===== src/rtl/store_pkg.sv =====
// Shared types for the store queue / drain sequencer.
// Size encodings, FSM states and the queued store entry layout.
package store_pkg;

    localparam logic [1:0] SIZE_BYTE = 2'd0;
    localparam logic [1:0] SIZE_HALF = 2'd1;
    localparam logic [1:0] SIZE_WORD = 2'd2;

    typedef enum logic {
        IDLE = 1'b0,
        BUSY = 1'b1
    } state_t;

    typedef struct packed {
        logic [31:0] addr;
        logic [31:0] val;
        logic [1:0]  size;
    } store_entry_t;

endpackage


===== src/rtl/store_lane_gen.sv =====
// Byte-lane strobe and replicated write data for a store of a given size.
// Purely combinational, zero latency, no flow control.
module store_lane_gen
    import store_pkg::*;
(
    input  logic [1:0]  addr_lo_i,
    input  logic [1:0]  size_i,
    input  logic [31:0] val_i,
    output logic [3:0]  wstrb_o,
    output logic [31:0] wdata_o
);

    // Size 2'b11 falls through to the word default.
    always_comb begin
        wstrb_o = 4'b1111;
        wdata_o = val_i;
        case (size_i)
            SIZE_BYTE: begin
                wstrb_o = 4'b0001 << addr_lo_i;
                wdata_o = {4{val_i[7:0]}};
            end
            SIZE_HALF: begin
                wstrb_o = addr_lo_i[1] ? 4'b1100 : 4'b0011;
                wdata_o = {2{val_i[15:0]}};
            end
            default: ;
        endcase
    end

endmodule


===== src/rtl/store_drain_ctrl.sv =====
// In-order store queue draining one entry at a time onto a req/ack write port.
// Push to first mem_req is 2 cycles; back-to-back issue when ack is immediate.
// Pushes while full are dropped and flagged; entries stay queued until acked.
module store_drain_ctrl
    import store_pkg::*;
#(
    parameter int DEPTH = 4
)
(
    input  logic        clk,
    input  logic        reset,
    input  logic        store_push,
    input  logic [31:0] store_addr,
    input  logic [31:0] store_val,
    input  logic [1:0]  store_size,
    output logic        storefifo_full,
    output logic        mem_req,
    output logic [31:0] mem_addr,
    output logic [31:0] mem_wdata,
    output logic [3:0]  mem_wstrb,
    input  logic        mem_ack,
    input  logic [31:0] load_addr,
    input  logic        load_check,
    output logic        load_conflict,
    output logic        store_empty,
    output logic        overflow_err
);

    localparam int PTR_W = $clog2(DEPTH);
    localparam int CNT_W = PTR_W + 1;

    store_entry_t     queue_q [DEPTH];
    logic [PTR_W-1:0] rd_q, rd_d, wr_q, wr_d;
    logic [CNT_W-1:0] count_q, count_d;
    state_t           state_q, state_d;
    logic [31:0]      mem_addr_q, mem_addr_d, mem_wdata_q, mem_wdata_d;
    logic [3:0]       mem_wstrb_q, mem_wstrb_d;
    logic             ovf_q, ovf_d;

    logic             push_ok, pop;
    logic [PTR_W-1:0] head_idx, slot_off;
    store_entry_t     head;
    logic [3:0]       head_wstrb;
    logic [31:0]      head_wdata;
    logic             unused_load_lo;

    assign storefifo_full = (count_q == CNT_W'(DEPTH));
    assign store_empty    = (count_q == '0);
    assign mem_req        = (state_q == BUSY);
    assign mem_addr       = mem_addr_q;
    assign mem_wdata      = mem_wdata_q;
    assign mem_wstrb      = mem_wstrb_q;
    assign overflow_err   = ovf_q;
    assign unused_load_lo = ^load_addr[1:0];

    assign push_ok = store_push && !storefifo_full;
    assign pop     = (state_q == BUSY) && mem_ack;

    // While busy the slot after the in-flight entry is the one latched on ack.
    assign head_idx = (state_q == BUSY) ? rd_q + PTR_W'(1) : rd_q;
    assign head     = queue_q[head_idx];

    store_lane_gen u_lane_gen (
        .addr_lo_i (head.addr[1:0]),
        .size_i    (head.size),
        .val_i     (head.val),
        .wstrb_o   (head_wstrb),
        .wdata_o   (head_wdata)
    );

    always_comb begin
        state_d     = state_q;
        rd_d        = rd_q;
        wr_d        = wr_q;
        count_d     = count_q + CNT_W'(push_ok) - CNT_W'(pop);
        mem_addr_d  = mem_addr_q;
        mem_wdata_d = mem_wdata_q;
        mem_wstrb_d = mem_wstrb_q;
        ovf_d       = ovf_q | (store_push && storefifo_full);
        if (push_ok) begin
            wr_d = wr_q + PTR_W'(1);
        end
        case (state_q)
            IDLE: begin
                if (count_q != '0) begin
                    mem_addr_d  = {head.addr[31:2], 2'b00};
                    mem_wdata_d = head_wdata;
                    mem_wstrb_d = head_wstrb;
                    state_d     = BUSY;
                end
            end
            BUSY: begin
                if (mem_ack) begin
                    rd_d = rd_q + PTR_W'(1);
                    // A same-cycle push is not counted here, so it waits one IDLE cycle.
                    if (count_q > CNT_W'(1)) begin
                        mem_addr_d  = {head.addr[31:2], 2'b00};
                        mem_wdata_d = head_wdata;
                        mem_wstrb_d = head_wstrb;
                    end else begin
                        state_d = IDLE;
                    end
                end
            end
            default: state_d = IDLE;
        endcase
    end

    always_ff @(posedge clk or posedge reset) begin
        if (reset) begin
            state_q     <= IDLE;
            rd_q        <= '0;
            wr_q        <= '0;
            count_q     <= '0;
            mem_addr_q  <= '0;
            mem_wdata_q <= '0;
            mem_wstrb_q <= '0;
            ovf_q       <= 1'b0;
        end else begin
            state_q     <= state_d;
            rd_q        <= rd_d;
            wr_q        <= wr_d;
            count_q     <= count_d;
            mem_addr_q  <= mem_addr_d;
            mem_wdata_q <= mem_wdata_d;
            mem_wstrb_q <= mem_wstrb_d;
            ovf_q       <= ovf_d;
        end
    end

    always_ff @(posedge clk) begin
        if (push_ok) begin
            queue_q[wr_q] <= '{addr: store_addr, val: store_val, size: store_size};
        end
    end

    // Occupied slots are those within count_q of the read pointer, in-flight head included.
    always_comb begin
        load_conflict = 1'b0;
        slot_off      = '0;
        for (int i = 0; i < DEPTH; i++) begin
            slot_off = PTR_W'(i) - rd_q;
            if (({1'b0, slot_off} < count_q) &&
                (queue_q[i].addr[31:2] == load_addr[31:2])) begin
                load_conflict = 1'b1;
            end
        end
        load_conflict = load_conflict && load_check;
    end

endmodule


===== config.mk =====
export PLATFORM = sky130hd
export DESIGN_NAME = store_drain_ctrl
export DESIGN_NICKNAME = d
export VERILOG_FILES = /design/src/rtl/store_pkg.sv /design/src/rtl/store_lane_gen.sv /design/src/rtl/store_drain_ctrl.sv
export SDC_FILE = /design/constraint.sdc
export NUM_CORES = 1
export LEC_CHECK = 0
export CELL_PAD_IN_SITES_DETAIL_PLACEMENT = 1
export CELL_PAD_IN_SITES_GLOBAL_PLACEMENT = 1
export CORE_AREA = 3 3 176 247
export CTS_CLUSTER_DIAMETER = 30
export CTS_CLUSTER_SIZE = 20
export DETAILED_ROUTE_END_ITERATION = 12
export DIE_AREA = 0 0 179 250
export PLACE_DENSITY_LB_ADDON = 0.1
export REMOVE_ABC_BUFFERS = 1
export SLEW_MARGIN = 0
export SYNTH_ARGS = -nofsm -noshare
export SYNTH_HDL_FRONTEND = slang
export SYNTH_SLANG_ARGS = --single-unit

===== constraint.sdc =====
create_clock -name clk -period 9.6 [get_ports clk]
set_clock_uncertainty 0.2 [all_clocks]
set_input_delay 1.92 -clock clk [delete_from_list [all_inputs] [get_ports clk]]
set_output_delay 1.92 -clock clk [all_outputs]
set_load 0.02 [all_outputs]

# == Word level (Yosys, flattened, before mapping) ==
# Memories as Yosys holds them, arrays and structs flattened.
# Index checks and enable logic that the tools add are counted.
# word_totals
inputBits,103
wordCells,74
ramBits,264
out_inout_bits,73
memories,1
reg_bits,77
# op_classes
n_shift,1
n_mux,26
magnitude_cmp,5
n_bitwise,2
n_reduce_logical,14
n_eq_ne,9
n_addsub,8
# memory_table
name,words,word_bits,rd,rd_ports_with_merged_regs,wr,line,text
queue_q,4,66,5,0,1,store_drain_ctrl.sv:32,store_entry_t queue_q [DEPTH];
# op_table
op,n
32-bit two-way mux,6
32-bit case mux with 2 select lines,3
30-bit == test,4
4-bit two-way mux,4
4-bit case mux with 2 select lines,2
2-bit by 3-bit less-than comparator with 1-bit output,4
1-bit two-way mux,9
1-bit logical AND,8
2-bit by 1-bit adder with 2-bit output (second input constant),2
2-bit != test (second input constant),2
1-bit by 2-bit left shift with 4-bit output (first input constant),1
1-bit by 2-bit subtractor with 2-bit output (first input constant),2
2-bit subtractor (first input constant),2
3-bit by 1-bit adder with 3-bit output,1
3-bit == test (second input constant),1
3-bit by 1-bit > comparator with 1-bit output (second input constant),1
3-bit logical NOT,1
3-bit AND reduction,1
3-bit nonzero test,1
3-bit by 1-bit subtractor with 3-bit output,1
2-bit by 1-bit == test with 1-bit output (second input constant),1
2-bit logical NOT,1
2-bit two-way mux,1
2-bit by 1-bit != test with 1-bit output (second input constant),1
other kinds (5),5

# == Logic depth before layout (Yosys ltp) ==
# logic_depth
depth_word,8
ltp_mapped,11
depth_no_buf,9

# == Cells and area by module ==
# Synthesis repeated with hierarchy kept, for this count alone.
# unflattened
hier_cells,784
hier_area_um2,14476.4
# modules_own_cells
mod,n_inst,cells_per_inst,area_each_um2,seq_area_each_um2
store_drain_ctrl,1,724,13952.1,9804.4
store_lane_gen,1,60,524.3,0.0

# == Worst setup path after synthesis ==
# Ideal clock, no wire load.
# synth_path
path_kind,input-to-output
startpoint,in load_addr[5]
endpoint,out load_conflict
path_buffers,0
path_slack_ns,4.481
required_ns,7.480
t_arrival_ns,2.999
stages,5
cell_sequence,xor2_1 nor4_1 nand4_1 a2111oi_0 or4_1
# synth_via
elab_chain_len,7
elab_cells_between_ends,13
classes_between,4 x eq/ne; 4 x mux; 5 x reduce/logical
# synth_rtl
item,line,text
from (decl),store_drain_ctrl.sv:22,"input logic [31:0] load_addr,"
30-bit == test,store_drain_ctrl.sv:144,(queue_q[i].addr[31:2] == load_addr[31:2])) begin
1-bit logical AND,store_drain_ctrl.sv:143,"if (({1'b0, slot_off} < count_q) &&"
1-bit two-way mux (3 in a row),store_drain_ctrl.sv:143,
1-bit two-way mux (*),store_drain_ctrl.sv:143,
1-bit logical AND (*),store_drain_ctrl.sv:148,load_conflict = load_conflict && load_check;
to (decl),store_drain_ctrl.sv:24,"output logic load_conflict,"
# Every way passes the cells marked *; elsewhere a longest branch is shown, timed or not.

# == Worst setup path in the final report ==
# layout_path
startpoint,in load_addr[29]
endpoint,out load_conflict
# The elaborated chain is that of the path after synthesis.

==> impl_metrics.py <==
metrics = {
    "run_status": {
        "outcome": "completed",
    },
    "worst_setup_path": {
        "critical_path_arrival_ns": 4.64,
        "cp_max_fo": 4,
        "startpoint_type": "input port",
        "cp.required_ns": 7.48,
        "critical_path_class": "input port to output port",
        "r2r_slack_ns": 5.89,
        "cp-end-kind": "output port",
    },
    "yosys": {
        "yosysTopAreaCell": "edfxtp_1",
        "ys_ff_latch": 339,
        "synth-seq-area-share": 0.6805,
        "synthTopCellsByArea": "edfxtp_1 55%, dfrtp_1 13%, mux4_2 9.2%",
        "synth.distinct_cells": 44,
        "synth_area_um2": 14410,
        "synth_most_common_cell": "edfxtp_1",
        "synthTopCellsByCount": "264 x edfxtp_1, 132 x nand2_1, 112 x xor2_1, 75 x dfrtp_1, 59 x mux4_2",
        "async_flop_share": 0.2212,
        "synth_area_per_cell_um2": 15.96,
        "synth_top_area_share": 0.5502,
        "synth_edf_count": 264,
        "synth_flop_cell": "edfxtp_1",
        "synthCells": 903,
        "yosys_warnings": 0,
    },
    "detailed_routing": {
        "vias": 8527,
        "routed_wl_um": 40910,
        "final_antenna_net_count": 0,
        "detail_route.wl_per_cell_um": 23.76,
        "drc": 0,
        "via_per_inst": 4.952,
        "drt-pass1-iter-count": 4,
        "drt_iter0_drc": 468,
    },
    "finish": {
        "final-instance-count-excl-fill": 1722,
        "syn2layout_area_growth_pct": 33.50,
        "num-fill-cells": 4061,
        "antenna_cells": 0,
        "nets": 1236,
        "drive_gt1_frac": 0.1794,
        "design_area_um2": 19230,
    },
    "grt": {
        "grt_pass1_wl_um": 61350,
        "antenna_found_initial": 3,
        "grt_overflow_total": 0,
        "grt_max_degree": 57,
        "first_global_vias": 9716,
        "grt_usage": 0.1868,
    },
    "place": {
        "place.gp.congestion": 0.7784,
        "dp_cells": 1586,
        "port_buffers": 171,
        "placement.cell_area_um2": 16720,
        "place_hpwl_um": 26500,
    },
    "timing": {
        "max_freq_ghz": 0.1480,
        "rsz0062_at_grt": "no",
        "finalCritPeriodShare": 0.7039,
        "final_max_slew_viol_count": 0,
        "period_minus_slack_ns": 6.757,
        "setup_viol": 0,
        "tns_ns": 0,
        "slew_headroom": 0.3187,
        "finalHoldViolations": 0,
        "worstMarginPinSlew_ns": 1.022,
    },
    "die": {
        "io-pin-count": 176,
        "fp-row-count": 88,
        "chipHeight_um": 250,
        "die_area_um2": 44750,
        "die_w_um": 179,
        "core_region_area_um2": 41290,
        "initial_core_util": 0.3489,
    },
    "clocking": {
        "postCtsHoldBufs": 0,
        "clock_latency_ns": 0.58,
        "numClockSinks": 339,
        "postCtsSetupBuffers": 0,
        "cts-buffers-inserted": 73,
        "ctsRootBufferMaster": "clkbuf_16",
        "clk_pin_slew_ns": 0.05,
        "cts.htree.levels": 3,
        "tritoncts": "yes",
        "ctsResizeCount": 0,
        "cts_max_path_buffers": 3,
    },
    "power": {
        "power.total_uw": 7527,
        "vdd_drop_max_mv": 0.2168,
        "p_leak_uw": 0.007034,
        "power_density_nw_per_um2": 391.3,
    },
    "hold_path": {
        "hp-class": "flop to flop",
    },
    "run": {
        "max_cap_viol_count": 0,
    },
}
[final timing paths]
| check | from | endpoint | cells past startpoint |
|---|---|---|---|
| setup reg to reg | count_q[1] | mem_wdata[27] | 8 |
| setup / recovery | load_addr[29] | load_conflict | 7 |
| min in group asynchronous | reset | mem_addr[6] | 2 |
| max in group asynchronous | reset | mem_addr[22] | 3 |
| hold / removal | overflow_err | overflow_err | 1 |
| hold reg to reg | overflow_err | overflow_err | 1 |
[cell families after synthesis]
group / synth area share
muxes: 0.1064
buffers and inverters: 0.01867
xor gates and xnor gates: 0.07660
adders and majority gates: 0.01094
and+or+nand+nor: 0.06904
other: 0.0002603
AOI/OAI and AO/OA: 0.03760
DFF: 0.6805
[flip-flops by register name (all words and copies together) (netlist names)]
name          count
queue_q         264
mem_wdata        32
mem_addr         30
mem_wstrb         4
count_q           3
rd_q              2
wr_q              2
mem_req           1
overflow_err      1
[per-layer routing]
| metal | wire (µm) | global-route usage |
|---|---|---|
| met4 | 878 | 0.05971 |
| met1 | 15780 | 0.2168 |
| met2 | 22040 | 0.3364 |
| met5 | 48 | 0 |
| met3 | 2168 | 0.04384 |
[placed cells by master (no fill, tap or decap), types with 9 or more instances in the layout]
master             n
buf_4             14
ha_1              11
bufinv_16          9
clkbuf_1          10
clkbuf_16         74
edfxtp_1         264
xnor2_1           13
a221o_1           12
a21oi_1           23
nor2_1            13
clkinv_4           9
xor2_1           112
mux4_2            59
nor4_1            25
clkdlybuf4s50_1  171
nand2_1          132
dfrtp_1           75
o211ai_1          14
a2111oi_0         12
inv_1             15
[power breakdown]
part / switching [µW] / total, µW / internal [µW]
clock network: 843 / 2540 / 1690
registers: 192 / 2210 / 2020
logic: 1580 / 2780 / 1190
total: 2620 / 7530 / 4910
[per-stage QoR]
step	utilization	hold WS (ns)	setup WS, ns
CTS	0.4658	0.2595	2.739
global placement	0.4050	0.2416	2.781
floorplan	-	0.3321	0.9459
finish	0.4658	0.2581	2.843
global route	0.4658	0.2882	2.674
detailed placement	0.4050	0.2490	2.727
[worst max-delay path, cell delays in order]
cell	delay, ns
clkdlybuf4s50_1	0.52
xor2_1	0.19
nor4_1	0.61
nand4_1	0.18
a2111oi_0	0.34
or4_1	0.24
clkdlybuf4s50_1	0.62
[area by class of cell]
| cell class | count | area [µm²] | area share |
|---|---|---|---|
| flip-flops and latches | 339 | 9804 | 0.5097 |
| multi-input cells | 506 | 4363 | 0.2268 |
| clock buffers | 87 | 1931 | 0.1004 |
| repair buffers | 185 | 1817 | 0.09445 |
| well taps | 540 | 675.6 | 0.03513 |
| clock inverters | 49 | 583.1 | 0.03031 |
| inverters | 16 | 61.31 | 0.003187 |
No activity file was read; power rests on OpenSTA's default activity.
